[src/rtl/load_store_unit.sv]
// Load/store unit: multi-cycle data-memory handshake with byte-lane steering and load extension.
// Define LSU_TIMEOUT_EN to build the Mem_Ready watchdog that aborts a stuck access with Bus_Error.
module load_store_unit #(
  parameter int unsigned TIMEOUT = 255
) (
  input  logic        clk,
  input  logic        rst_n,
  input  logic        Mem_Read,
  input  logic        Mem_Write,
  input  logic [1:0]  data_size,
  input  logic        ext_type,
  input  logic [31:0] Addr,
  input  logic [31:0] Write_Data,
  output logic [31:0] Load_Data,
  output logic        Stall,
  output logic        Misaligned,
  output logic        Bus_Error,
  output logic        Mem_Req,
  output logic        Mem_We,
  output logic [31:0] Mem_Addr,
  output logic [3:0]  Mem_Be,
  output logic [31:0] Mem_Wdata,
  input  logic [31:0] Mem_Rdata,
  input  logic        Mem_Ready
);

  typedef enum logic [1:0] {
    IDLE,
    REQ,
    DONE
  } state_e;

  state_e state_q, state_d;

  logic [31:0] load_data_q, load_data_d;
  logic        mem_req_q,   mem_req_d;
  logic        mem_we_q,    mem_we_d;
  logic [31:0] mem_addr_q,  mem_addr_d;
  logic [3:0]  mem_be_q,    mem_be_d;
  logic [31:0] mem_wdata_q, mem_wdata_d;
  logic        bus_error_q, bus_error_d;

  // Access attributes held for the whole transaction so load extraction
  // never depends on the core keeping its strobes stable while stalled.
  logic [1:0]  size_q,    size_d;
  logic [1:0]  lane_q,    lane_d;
  logic        ext_q,     ext_d;
  logic        is_load_q, is_load_d;

  logic        access;
  logic        is_byte;
  logic        is_half;
  logic        aligned;
  logic        timeout_hit;
  logic [3:0]  be_req;
  logic [31:0] wdata_req;
  logic [7:0]  rd_byte;
  logic [15:0] rd_half;
  logic [31:0] load_ext;

  if (TIMEOUT < 1 || TIMEOUT > 65535) begin : g_bad_timeout
    $error("load_store_unit: TIMEOUT must lie within 1..65535");
  end

  assign access  = Mem_Read | Mem_Write;
  assign is_byte = (data_size == 2'b01);
  assign is_half = (data_size == 2'b10);

  always_comb begin
    aligned = 1'b1;
    if (is_half) begin
      aligned = ~Addr[0];
    end else if (!is_byte) begin
      aligned = (Addr[1:0] == 2'b00);
    end
  end

  always_comb begin
    if (is_byte) begin
      be_req    = 4'b0001 << Addr[1:0];
      wdata_req = {4{Write_Data[7:0]}};
    end else if (is_half) begin
      be_req    = Addr[1] ? 4'b1100 : 4'b0011;
      wdata_req = {2{Write_Data[15:0]}};
    end else begin
      be_req    = '1;
      wdata_req = Write_Data;
    end
  end

  always_comb begin
    case (lane_q)
      2'd0:    rd_byte = Mem_Rdata[7:0];
      2'd1:    rd_byte = Mem_Rdata[15:8];
      2'd2:    rd_byte = Mem_Rdata[23:16];
      default: rd_byte = Mem_Rdata[31:24];
    endcase
    rd_half = lane_q[1] ? Mem_Rdata[31:16] : Mem_Rdata[15:0];
    if (size_q == 2'b01) begin
      load_ext = {{24{ext_q & rd_byte[7]}}, rd_byte};
    end else if (size_q == 2'b10) begin
      load_ext = {{16{ext_q & rd_half[15]}}, rd_half};
    end else begin
      load_ext = Mem_Rdata;
    end
  end

`ifdef LSU_TIMEOUT_EN
  localparam logic [16:0] TIMEOUT_LIM = 17'(TIMEOUT);

  logic [15:0] wait_cnt_q, wait_cnt_d;

  assign timeout_hit = (state_q == REQ) && !Mem_Ready &&
                       (({1'b0, wait_cnt_q} + 17'd1) == TIMEOUT_LIM);

  // Holding the counter clear throughout IDLE is equivalent to clearing it on IDLE->REQ.
  always_comb begin
    wait_cnt_d = wait_cnt_q;
    if (state_q == IDLE) begin
      wait_cnt_d = '0;
    end else if (state_q == REQ && !Mem_Ready) begin
      wait_cnt_d = wait_cnt_q + 16'd1;
    end
  end

  always_ff @(posedge clk or negedge rst_n) begin
    if (!rst_n) begin
      wait_cnt_q <= '0;
    end else begin
      wait_cnt_q <= wait_cnt_d;
    end
  end
`else
  assign timeout_hit = 1'b0;
`endif

  always_ff @(posedge clk or negedge rst_n) begin
    if (!rst_n) begin
      state_q     <= IDLE;
      load_data_q <= '0;
      mem_req_q   <= 1'b0;
      mem_we_q    <= 1'b0;
      mem_addr_q  <= '0;
      mem_be_q    <= '0;
      mem_wdata_q <= '0;
      bus_error_q <= 1'b0;
      size_q      <= '0;
      lane_q      <= '0;
      ext_q       <= 1'b0;
      is_load_q   <= 1'b0;
    end else begin
      state_q     <= state_d;
      load_data_q <= load_data_d;
      mem_req_q   <= mem_req_d;
      mem_we_q    <= mem_we_d;
      mem_addr_q  <= mem_addr_d;
      mem_be_q    <= mem_be_d;
      mem_wdata_q <= mem_wdata_d;
      bus_error_q <= bus_error_d;
      size_q      <= size_d;
      lane_q      <= lane_d;
      ext_q       <= ext_d;
      is_load_q   <= is_load_d;
    end
  end

  always_comb begin
    state_d = state_q;
    case (state_q)
      IDLE:    if (access && aligned) state_d = REQ;
      REQ:     if (Mem_Ready || timeout_hit) state_d = DONE;
      DONE:    state_d = IDLE;
      default: state_d = IDLE;
    endcase
  end

  always_comb begin
    load_data_d = load_data_q;
    mem_req_d   = mem_req_q;
    mem_we_d    = mem_we_q;
    mem_addr_d  = mem_addr_q;
    mem_be_d    = mem_be_q;
    mem_wdata_d = mem_wdata_q;
    size_d      = size_q;
    lane_d      = lane_q;
    ext_d       = ext_q;
    is_load_d   = is_load_q;
    bus_error_d = 1'b0;
    Stall       = 1'b0;
    Misaligned  = 1'b0;
    case (state_q)
      IDLE: begin
        Misaligned = access & ~aligned;
        Stall      = access & aligned;
        if (access && aligned) begin
          mem_req_d   = 1'b1;
          mem_we_d    = Mem_Write;
          mem_addr_d  = {Addr[31:2], 2'b00};
          mem_be_d    = be_req;
          mem_wdata_d = wdata_req;
          size_d      = data_size;
          lane_d      = Addr[1:0];
          ext_d       = ext_type;
          is_load_d   = ~Mem_Write;
        end
      end
      REQ: begin
        Stall = 1'b1;
        if (Mem_Ready) begin
          mem_req_d = 1'b0;
          if (is_load_q) load_data_d = load_ext;
        end else if (timeout_hit) begin
          mem_req_d   = 1'b0;
          bus_error_d = 1'b1;
          if (is_load_q) load_data_d = '0;
        end
      end
      default: ;
    endcase
  end

  assign Load_Data = load_data_q;
  assign Mem_Req   = mem_req_q;
  assign Mem_We    = mem_we_q;
  assign Mem_Addr  = mem_addr_q;
  assign Mem_Be    = mem_be_q;
  assign Mem_Wdata = mem_wdata_q;
  assign Bus_Error = bus_error_q;

endmodule

[config.mk]
export PLATFORM = sky130hd
export DESIGN_NAME = load_store_unit
export DESIGN_NICKNAME = d
export VERILOG_FILES = /design/src/rtl/load_store_unit.sv
export SDC_FILE = /design/constraint.sdc
export NUM_CORES = 1
export LEC_CHECK = 0
export ABC_CLOCK_PERIOD_IN_PS = 3300
export CAP_MARGIN = 20
export CORE_MARGIN = 2
export CORE_UTILIZATION = 44
export CTS_CLUSTER_SIZE = 12
export DETAILED_ROUTE_END_ITERATION = 16
export GPL_TIMING_DRIVEN = 0
export HOLD_SLACK_MARGIN = 0.12
export PLACE_DENSITY_LB_ADDON = 0.12
export SETUP_SLACK_MARGIN = 0.1
export SYNTH_ARGS = -nofsm -noshare
export SYNTH_HDL_FRONTEND = slang
export SYNTH_SLANG_ARGS = --single-unit
[constraint.sdc]
create_clock -name clk -period 3.3 [get_ports clk]
set_clock_uncertainty 0.05 [all_clocks]
set_input_delay 0.495 -clock clk [delete_from_list [all_inputs] [get_ports clk]]
set_output_delay 0.495 -clock clk [all_outputs]
set_load 0.01 [all_outputs]
# Word-level counts from Yosys, hierarchy flattened
# Cells that the tools add are included.
[totals] register_bits=108 out_inout_bits=105 word_cells=57
[op_classes] n_eq_ne=9 n_shift=1 mux=19 bitwise=8 n_reduce_logical=9
[ops] op="32-bit two-way mux" n=4
[ops] op="8-bit one-hot mux with 3 select lines" n=1
[ops] op="16-bit two-way mux" n=1
[ops] op="4-bit two-way mux" n=3
[ops] op="2-bit by 1-bit == test with 1-bit output (second input constant)" n=4
[ops] op="2-bit == test (second input constant)" n=3
[ops] op="2-bit zero test" n=3
[ops] op="3-bit AND reduction" n=2
[ops] op="1-bit two-way mux" n=5
[ops] op="1-bit AND" n=4
[ops] op="2-bit two-way mux" n=2
[ops] op="2-bit inequality test (second input constant)" n=2
[ops] op="1-bit one-hot mux with 2 select lines" n=2
[ops] op="2-bit one-hot mux with 2 select lines" n=1
[ops] op="2-bit AND reduction" n=2
[ops] op="1-bit by 2-bit left shift with 4-bit output (first input constant)" n=1
[ops] op="1-bit inverter" n=3
[ops] op="2-bit nonzero test" n=1
[ops] op="1-bit logical AND" n=1
[ops] op="1-bit OR" n=1

# Depth between registers and ports, before layout
# Gate-level depths: netlist of the first run.
[depth] depth_word=6 mapped_depth=9 depth_no_buf=4

# Worst setup path before layout of the first run
# OpenSTA, ideal clock, no wires.
[synth_path] kind="input port to output port" startpoint="input data_size[1]" endpoint="output Stall" arrival_ps=1621 t_required_ps=2755 slack_ps=1134 path_stages=7 path_buffers=3 path_cell_list="clkbuf_1 > nor2b_1 > a221o_1 > buf_6 > clkbuf_1 > a21oi_1 > nor2_1"
[synth_between] elab_chain_cells=5
[synth_rtl] item="from (decl)" line_no="10" text="input logic [1:0] data_size,"
[synth_rtl] item="2-bit by 1-bit == test with 1-bit output" line_no="66" text="assign is_byte = (data_size == 2'b01);"
[synth_rtl] item="1-bit two-way mux" line_no="73" text="end else if (!is_byte) begin"
[synth_rtl] item="1-bit two-way mux (*)" line_no="71" text="if (is_half) begin"
[synth_rtl] item="1-bit AND (*)" line_no="194" text="Stall = access & aligned;"
[synth_rtl] item="1-bit one-hot mux with 2 select lines (*)" line_no="191" text="case (state_q)"
[synth_rtl] item="to (decl)" line_no="15" text="output logic Stall,"
# Every way passes the cells marked *; elsewhere a longest branch is shown, timed or not.

# Worst setup path in the final report of the first run
[layout_path] startpoint="input Addr[0]" endpoint="output Stall"
[layout_between] elab_chain_cells=5
[layout_rtl] item="from (decl)" line_no="12" text="input logic [31:0] Addr,"
[layout_rtl] item="2-bit zero test" line_no="74" text="aligned = (Addr[1:0] == 2'b00);"
[layout_rtl] item="1-bit two-way mux" line_no="73"
[layout_rtl] item="1-bit two-way mux (*)" line_no="71"
[layout_rtl] item="1-bit AND (*)" line_no="194"
[layout_rtl] item="1-bit one-hot mux with 2 select lines (*)" line_no="191"
# Marked as above.

==> summary.txt, run 1 <==
Run status
  • Run status: complete, no violations

Layout
  • Fill count: approximately 1,000
  • Commonest cells after routing, fill and taps aside: 203 x clkdlybuf4s50_1, 108 x dfrtp_1, 50 x mux2_4, 49 x a21oi_1
  • Commonest non-fill, non-tap cell in the layout: clkdlybuf4s50_1
  • Final Net Count: around 790
  • Layout cell share with drive strength beyond 1: between 10% and 20%
  • Area grow syn2layout: 46.4%
  • Ant. Diodes: 0
  • Core Util, Final: between 60 and 70%

Worst setup path
  • Delay-heaviest family, CP: buffers and inverters
  • Nature of the critical path endpoint: primary output
  • Critical Path RT: roughly 2.8 ns
  • Largest stage delay on the critical path: between 0.5 and 0.6 ns
  • Highest net fanout along the worst path: 18
  • CP max stage cell: clkdlybuf4s50_1
  • Bufs and invs on worst path: 3
  • CP cell instances: clkdlybuf4s50_1 > nor2_1 > a221o_1 > buf_6 > a21oi_1 > nor2_1 > clkdlybuf4s50_1
  • WS Path Type: input pin to primary output
  • Critical Path Start Type: input pin
  • CP Data Arrival Time: approximately 2.6 ns

STA
  • Setup WS post-layout: 0.208 ns
  • Min cycle time layout: ~3.1 ns
  • Worst-margin pin slew: 0.704 ns
  • Fin. max-slew vios: 0
  • Relative max-transition margin: 53.1%
  • Setup violations, final: 0
  • Final Hold Viols: 0
  • Tcrit/Tclk final: between 90% and 100%
  • Fmax: between 300 and 400 MHz
  • Unrepaired setup endpoints after global routing: no

Yosys
  • Mapped Area: 5580 µm²
  • Ys Warns: 0
  • Post-synth EDFFs: 0
  • Gate Count Post-Synth: around 470
  • Synth Area per Inst: 12.0 µm²
  • Yosys top cell by area: dfrtp_1
  • Post-synth top area share: 48.4%
  • Synth area leaders: dfrtp_1 48%, mux2_4 13%, mux2i_1 5.9%
  • Ys async rst share: 100%
  • Seq/Total Area, Yosys: between 40% and 50%
  • Top FF cell, synth: dfrtp_1
  • Synthesized flop and latch total: between 100 and 150
  • Synth unique cells: just over 50

CTS
  • Clk slew on worst S/H paths: roughly 0.070 ns
  • CTS root buf: clkbuf_16
  • Post-CTS resize count: 0
  • Hold buffers post-CTS: 0
  • Worst skew pair latency: 0.35 ns
  • Maximum clock insertion buffer count: 2
  • CTS tree: yes
  • Clk sinks: around 110
  • H-tree levels: 3
  • CTS buffer count: 9
  • Setup Buffers After CTS: 0

Route
  • Total Wirelength: between 15,000 and 20,000 µm
  • Via count: approximately 4,600
  • Routed len/inst: about 19 µm
  • Vias per cell: 5.33
  • DRT iter0 DRCs: around 250
  • Drt pass-1 iters: 5
  • Drc violations: 0
  • Antenna Nets Post-Route: 0

Power and ir drop
  • Maximum VDD drop: roughly 0.00042 V
  • PwrDens: about 840 nW/µm²
  • P_leak: around 3.5 nW
  • Total Power: approximately 6.9 mW

GRT
  • Number of global-route vias before repair: 4,686
  • Largest net degree at the start of global routing: 58
  • Grt total ovfl: 0
  • GRT Total Usage: around a quarter
  • First-pass GRT wire length: around 25,000 µm
  • Initial antenna violation count: 0

Placement
  • Place WS: -0.156 ns
  • IO Port Bufs: between 200 and 250
  • Post-DP HPWL: about 12,000 µm
  • GP Congestion: between 0.8 and 0.9

Run
  • Max-cap violations: 0

Die
  • Initial Utilization: around 45%
  • I/O Pins: 209
  • Core Area: between 10,000 and 15,000 µm²
  • Die H: about 120 µm
  • Row cnt: a little over 40
  • Die area: between 10,000 and 15,000 µm²
  • Die Wd: 117 µm

Hold path
  • Worst Hold Class: input pin to asynchronous set/reset pin
## state kept, by name, indices dropped and copies added (netlist names)
register and count:
state_q 2, Mem_Be 4, lane_q 2, ext_q 1
Mem_Req 1, Load_Data 32, Mem_We 1, Mem_Addr 30
Mem_Wdata 32, is_load_q 1, size_q 2
## synthesized netlist by cell type (all sizes together) (2+ instances only)
cell,instances
mux2,56
dfrtp,108
a22oi,8
a211oi,16
xnor2,2
o21ai,6
mux2i,33
inv,6
nand2,20
and3,9
a21oi,49
nor3,2
nor2,21
o22ai,2
o21bai,2
clkbuf,20
a22o,8
a2111oi,8
and2,2
buf,18
nand3,33
mux4,7
nor2b,10
nor3b,2
## worst register-to-register path: cells and delay by family, from the launching register on
kind	cells	cell delay, ns
compound gates	2	0.66
buf+inv	2	0.70
flops	1	0.32
mux	1	0.28
simple gates	1	0.14
## where the power goes
part	leakage (nW)	total (mW)	switching (mW)	internal (mW)
clock	0.147	1.10	0.511	0.593
combinational	2.07	3.44	1.42	2.02
sequential	1.26	2.34	0.394	1.95
total	3.48	6.89	2.32	4.56
## routing by layer
metal,routed length [µm],global-route usage (%)
met4,313,9.33
met3,1250,6.18
met5,0,0
met1,6480,29.8
met2,8000,40.0
## cell type report
type / count / area (µm²) / area share (%)
Timing Repair Buffer: 206 / 2070 / 25.4
Clock inverter: 7 / 72.6 / 0.888
Sequential cell: 108 / 2700 / 33.1
Clock buffer: 9 / 225 / 2.76
Tap cell: 172 / 215 / 2.63
Buffer: 37 / 274 / 3.35
Inverter: 6 / 22.5 / 0.276
Multi-Input combinational cell: 316 / 2580 / 31.6
## path summary, 6_finish.rpt
kind | slack (ns) | to | cells past startpoint | startpoint
max | 0.21 | Stall | 7 | Addr[0]
min | 0.13 | Load_Data[28] | 1 | rst_n
max reg2reg | 1.01 | Load_Data[28] | 6 | lane_q[0]
min reg2reg | 0.45 | Load_Data[17] | 2 | Load_Data[17]
max in group asynchronous | 2.35 | Mem_Wdata[30] | 2 | rst_n
min in group clk | 0.45 | Load_Data[17] | 2 | Load_Data[17]
## stage by stage
stage	area (µm²)	hold WS [ns]	std cells	TNS [ns]
2_1_floorplan	5590	0.149	468	0
3_3_place_gp	7840	0.429	844	-259.68
3_5_place_dp	7870	0.434	845	-0.156
4_1_cts	8160	0.151	860	0
5_1_grt	8170	0.180	861	0
6_report	8170	0.129	861	0
## cells by family after synthesis
family,share of synthesized area [%]
buffers and inverters,5.38
multiplexers,23.4
other,0.0672
flip-flops,48.4
AND/OR/NAND/NOR,9.71
XOR/XNOR,0.314
AO/OA/AOI/OAI,12.7
(Power assumes the default switching activity.)
==> inputs of run 2 (changes only) <==
--- a/config.mk
+++ b/config.mk
@@ -5,10 +5,10 @@
 export SDC_FILE = /design/constraint.sdc
 export NUM_CORES = 1
 export LEC_CHECK = 0
-export ABC_CLOCK_PERIOD_IN_PS = 3300
+export ABC_CLOCK_PERIOD_IN_PS = 2600
 export CAP_MARGIN = 20
 export CORE_MARGIN = 2
-export CORE_UTILIZATION = 44
+export CORE_UTILIZATION = 40
 export CTS_CLUSTER_SIZE = 12
 export DETAILED_ROUTE_END_ITERATION = 16
 export GPL_TIMING_DRIVEN = 0
==> constraint.sdc (replaced) <==
create_clock -name clk -period 2.6 [get_ports clk]
set_clock_uncertainty 0.05 [all_clocks]
set_input_delay 0.39 -clock clk [delete_from_list [all_inputs] [get_ports clk]]
set_output_delay 0.39 -clock clk [all_outputs]
set_load 0.01 [all_outputs]
==> run 2 against run 1 <==
  * Worst hold slack better by 0.24 ns
  * Design area is 1.1% higher
  * Sequential power rose by 26%
  * Combinational power grew 27%
  * Register-to-register slack lost 0.52 ns
  * Sequential cell count unchanged
  * Largest cell class unchanged
  * Largest power group unchanged
==> summary.txt, run 2 (synthesis gave the netlist of run 1 again) <==
Route
  • Via count: 4,577 (was 4,592)
  • Routed len/inst: 18.6 µm (about the same)
  • DRT iter0 DRCs: 295 (was 245)
  • Total Wirelength: 16,200 µm (was 16,000 µm)
  • Antenna Nets Post-Route: 0 (unchanged)
  • Drt pass-1 iters: 7 (was 5)
  • Drc violations: 0 (unchanged)
  • Vias per cell: 5.25 (was 5.33)

GRT
  • GRT Total Usage: 22.2% (was 23.9%)
  • Initial antenna violation count: 0 (unchanged)
  • Number of global-route vias before repair: 4,632 (was 4,686)
  • Largest net degree at the start of global routing: 63 (was 58)
  • First-pass GRT wire length: 25,400 µm (was 24,800 µm)
  • Grt total ovfl: 0 (unchanged)

Worst setup path
  • Critical Path Start Type: input pin (unchanged)
  • Nature of the critical path endpoint: flop (was primary output)
  • Cell mode on critical path: buf_12
  • CP max stage cell: nor3_2 (was clkdlybuf4s50_1)
  • CP Data Arrival Time: 2.46 ns (was 2.55 ns)
  • WS Path Type: input pin to flop (was input pin to primary output)
  • Critical Path RT: 2.79 ns (was 2.75 ns)
  • CP cell instances: clkdlybuf4s50_1 > nor2_1 > nor3_2 > and2_4 > buf_12 > buf_12 > mux2_4 (was clkdlybuf4s50_1 > nor2_1 > a221o_1 > buf_6 > a21oi_1 > nor2_1 > clkdlybuf4s50_1)
  • Largest stage delay on the critical path: 0.54 ns (was 0.57 ns)
  • Highest net fanout along the worst path: 10 (was 18)

Placement
  • GP Congestion: 0.836 (was 0.840)
  • IO Port Bufs: 204 (unchanged)
  • Post-DP HPWL: 12,200 µm (was 12,000 µm)
  • Placed insts: 853 (was 845)

Run status
  • Run status: complete, no violations (unchanged)

Layout
  • Layout Cells excl Fill: 871 (was 861)
  • Final Net Count: 790 (was 788)
  • Commonest non-fill, non-tap cell in the layout: clkdlybuf4s50_1 (unchanged)
  • Ant. Diodes: 0 (unchanged)
  • Layout cell share with drive strength beyond 1: 15.8% (was 14.9%)
  • Area grow syn2layout: 48.1% (was 46.4%)
  • Commonest cells after routing, fill and taps aside: 198 x clkdlybuf4s50_1, 108 x dfrtp_1, 50 x mux2_4, 49 x a21oi_1 (was 203 x clkdlybuf4s50_1, 108 x dfrtp_1, 50 x mux2_4, 49 x a21oi_1)

Power and ir drop
  • P_leak: 3.53 nW (was 3.48 nW)
  • PwrDens: 1080 nW/µm² (was 843 nW/µm²)
  • Total Power: 8.94 mW (was 6.89 mW)
  • Maximum VDD drop: 0.000521 V (was 0.000423 V)

Die
  • Die H: 122 µm (was 117 µm)
  • I/O Pins: 209 (unchanged)
  • Die Wd: 122 µm (was 117 µm)
  • Initial Utilization: 40.5% (was 44.6%)
  • Core Area: 13,800 µm² (was 12,500 µm²)
  • Die area: 14,900 µm² (was 13,600 µm²)
  • Row cnt: 43 (was 41)

CTS
  • H-tree levels: 3 (unchanged)
  • CTS buffer count: 9 (unchanged)
  • Clk slew on worst S/H paths: 0.08 ns (was 0.07 ns)
  • Maximum clock insertion buffer count: 2 (unchanged)
  • Worst skew pair latency: 0.35 ns (about the same)
  • Clk sinks: 108 (unchanged)
  • CTS tree: yes (unchanged)
  • CTS root buf: clkbuf_16 (unchanged)

STA
  • Fmax: about 440 MHz
  • Min cycle time layout: about 2.3 ns
  • Relative max-transition margin: 52.8% (was 53.1%)
  • Worst-margin pin slew: 0.704 ns (about the same)
  • Final Hold Viols: 0 (unchanged)
  • Tcrit/Tclk final: roughly 87%
  • Fin. max-slew vios: 0 (unchanged)
  • Setup violations, final: 0 (unchanged)
  • Unrepaired setup endpoints after global routing: no (unchanged)

Run
  • Max-cap violations: 0 (unchanged)

Hold path
  • Worst Hold Class: input pin to flop (was input pin to asynchronous set/reset pin)
-- run 2: worst paths after layout --
check | slack (ns) | to | start | cells past startpoint
worst max-delay path | 0.34 | ext_q | Mem_Write | 7
worst min-delay path | 0.37 | Mem_Be[0] | Addr[1] | 2
worst max register to register | 0.49 | Load_Data[15] | state_q[1] | 4
worst min register to register | 0.45 | Load_Data[31] | Load_Data[31] | 2
max in group asynchronous | 1.22 | Mem_Wdata[30] | rst_n | 3
min in group asynchronous | 0.56 | Load_Data[20] | rst_n | 2
-- run 2: critical path: cells and delay by family --
family | cells | cell delay [ns]
multiplexers | 1 | 0.31
buffers and inverters | 3 | 0.84
AND/OR/NAND/NOR | 3 | 0.91
-- run 2: area by class of cell --
| cell class | instances | area, µm² |
|---|---|---|
| Clock inverter | 7 | 123 |
| Multi-Input combinational cell | 316 | 2590 |
| Fill cell | 1182 | 5510 |
| Inverter | 6 | 22.5 |
| Timing Repair Buffer | 208 | 2090 |
| Tap cell | 180 | 225 |
| Clock buffer | 9 | 225 |
| Buffer | 37 | 274 |
| Sequential cell | 108 | 2700 |
-- run 2: through the flow --
step	utilization [%]	setup WS [ns]	setup TNS (ns)	hold WS, ns	area (µm²)
global placement	57.0	-3.06	-332.07	0.431	7850
finish	60.0	0.336	0	0.370	8260
detailed placement	57.2	-0.654	-1.38	0.405	7880
global route	60.0	0.235	0	0.381	8260
floorplan	-	0.570	0	0.0444	5590
CTS	59.9	0.0840	0	0.370	8240
-- run 2: layer usage --
metal,vias up,part of all wire [%],track usage [%],routed length (µm)
li1,2157,-,-,-
met1,2223,41,28.3,6670
met2,175,48,35.9,7770
met3,22,9.2,6.93,1500
met4,0,1.7,7.76,272
met5,-,0,0,0
-- run 2: repair_timing --
item / in CTS / in global routing
endpoints found under the hold margin: 46 / 0
buffers inserted: 0 / 1
resized for setup: 10 / 4
pin swaps: 0 / 1
hold buffers: 1 / 0
endpoints found under the setup margin: 2 / 3
-- run 2: report_power, final --
group,switching (mW),internal [mW],total (mW)
clock network,0.663,0.948,1.61
logic,1.81,2.57,4.38
registers,0.472,2.47,2.94
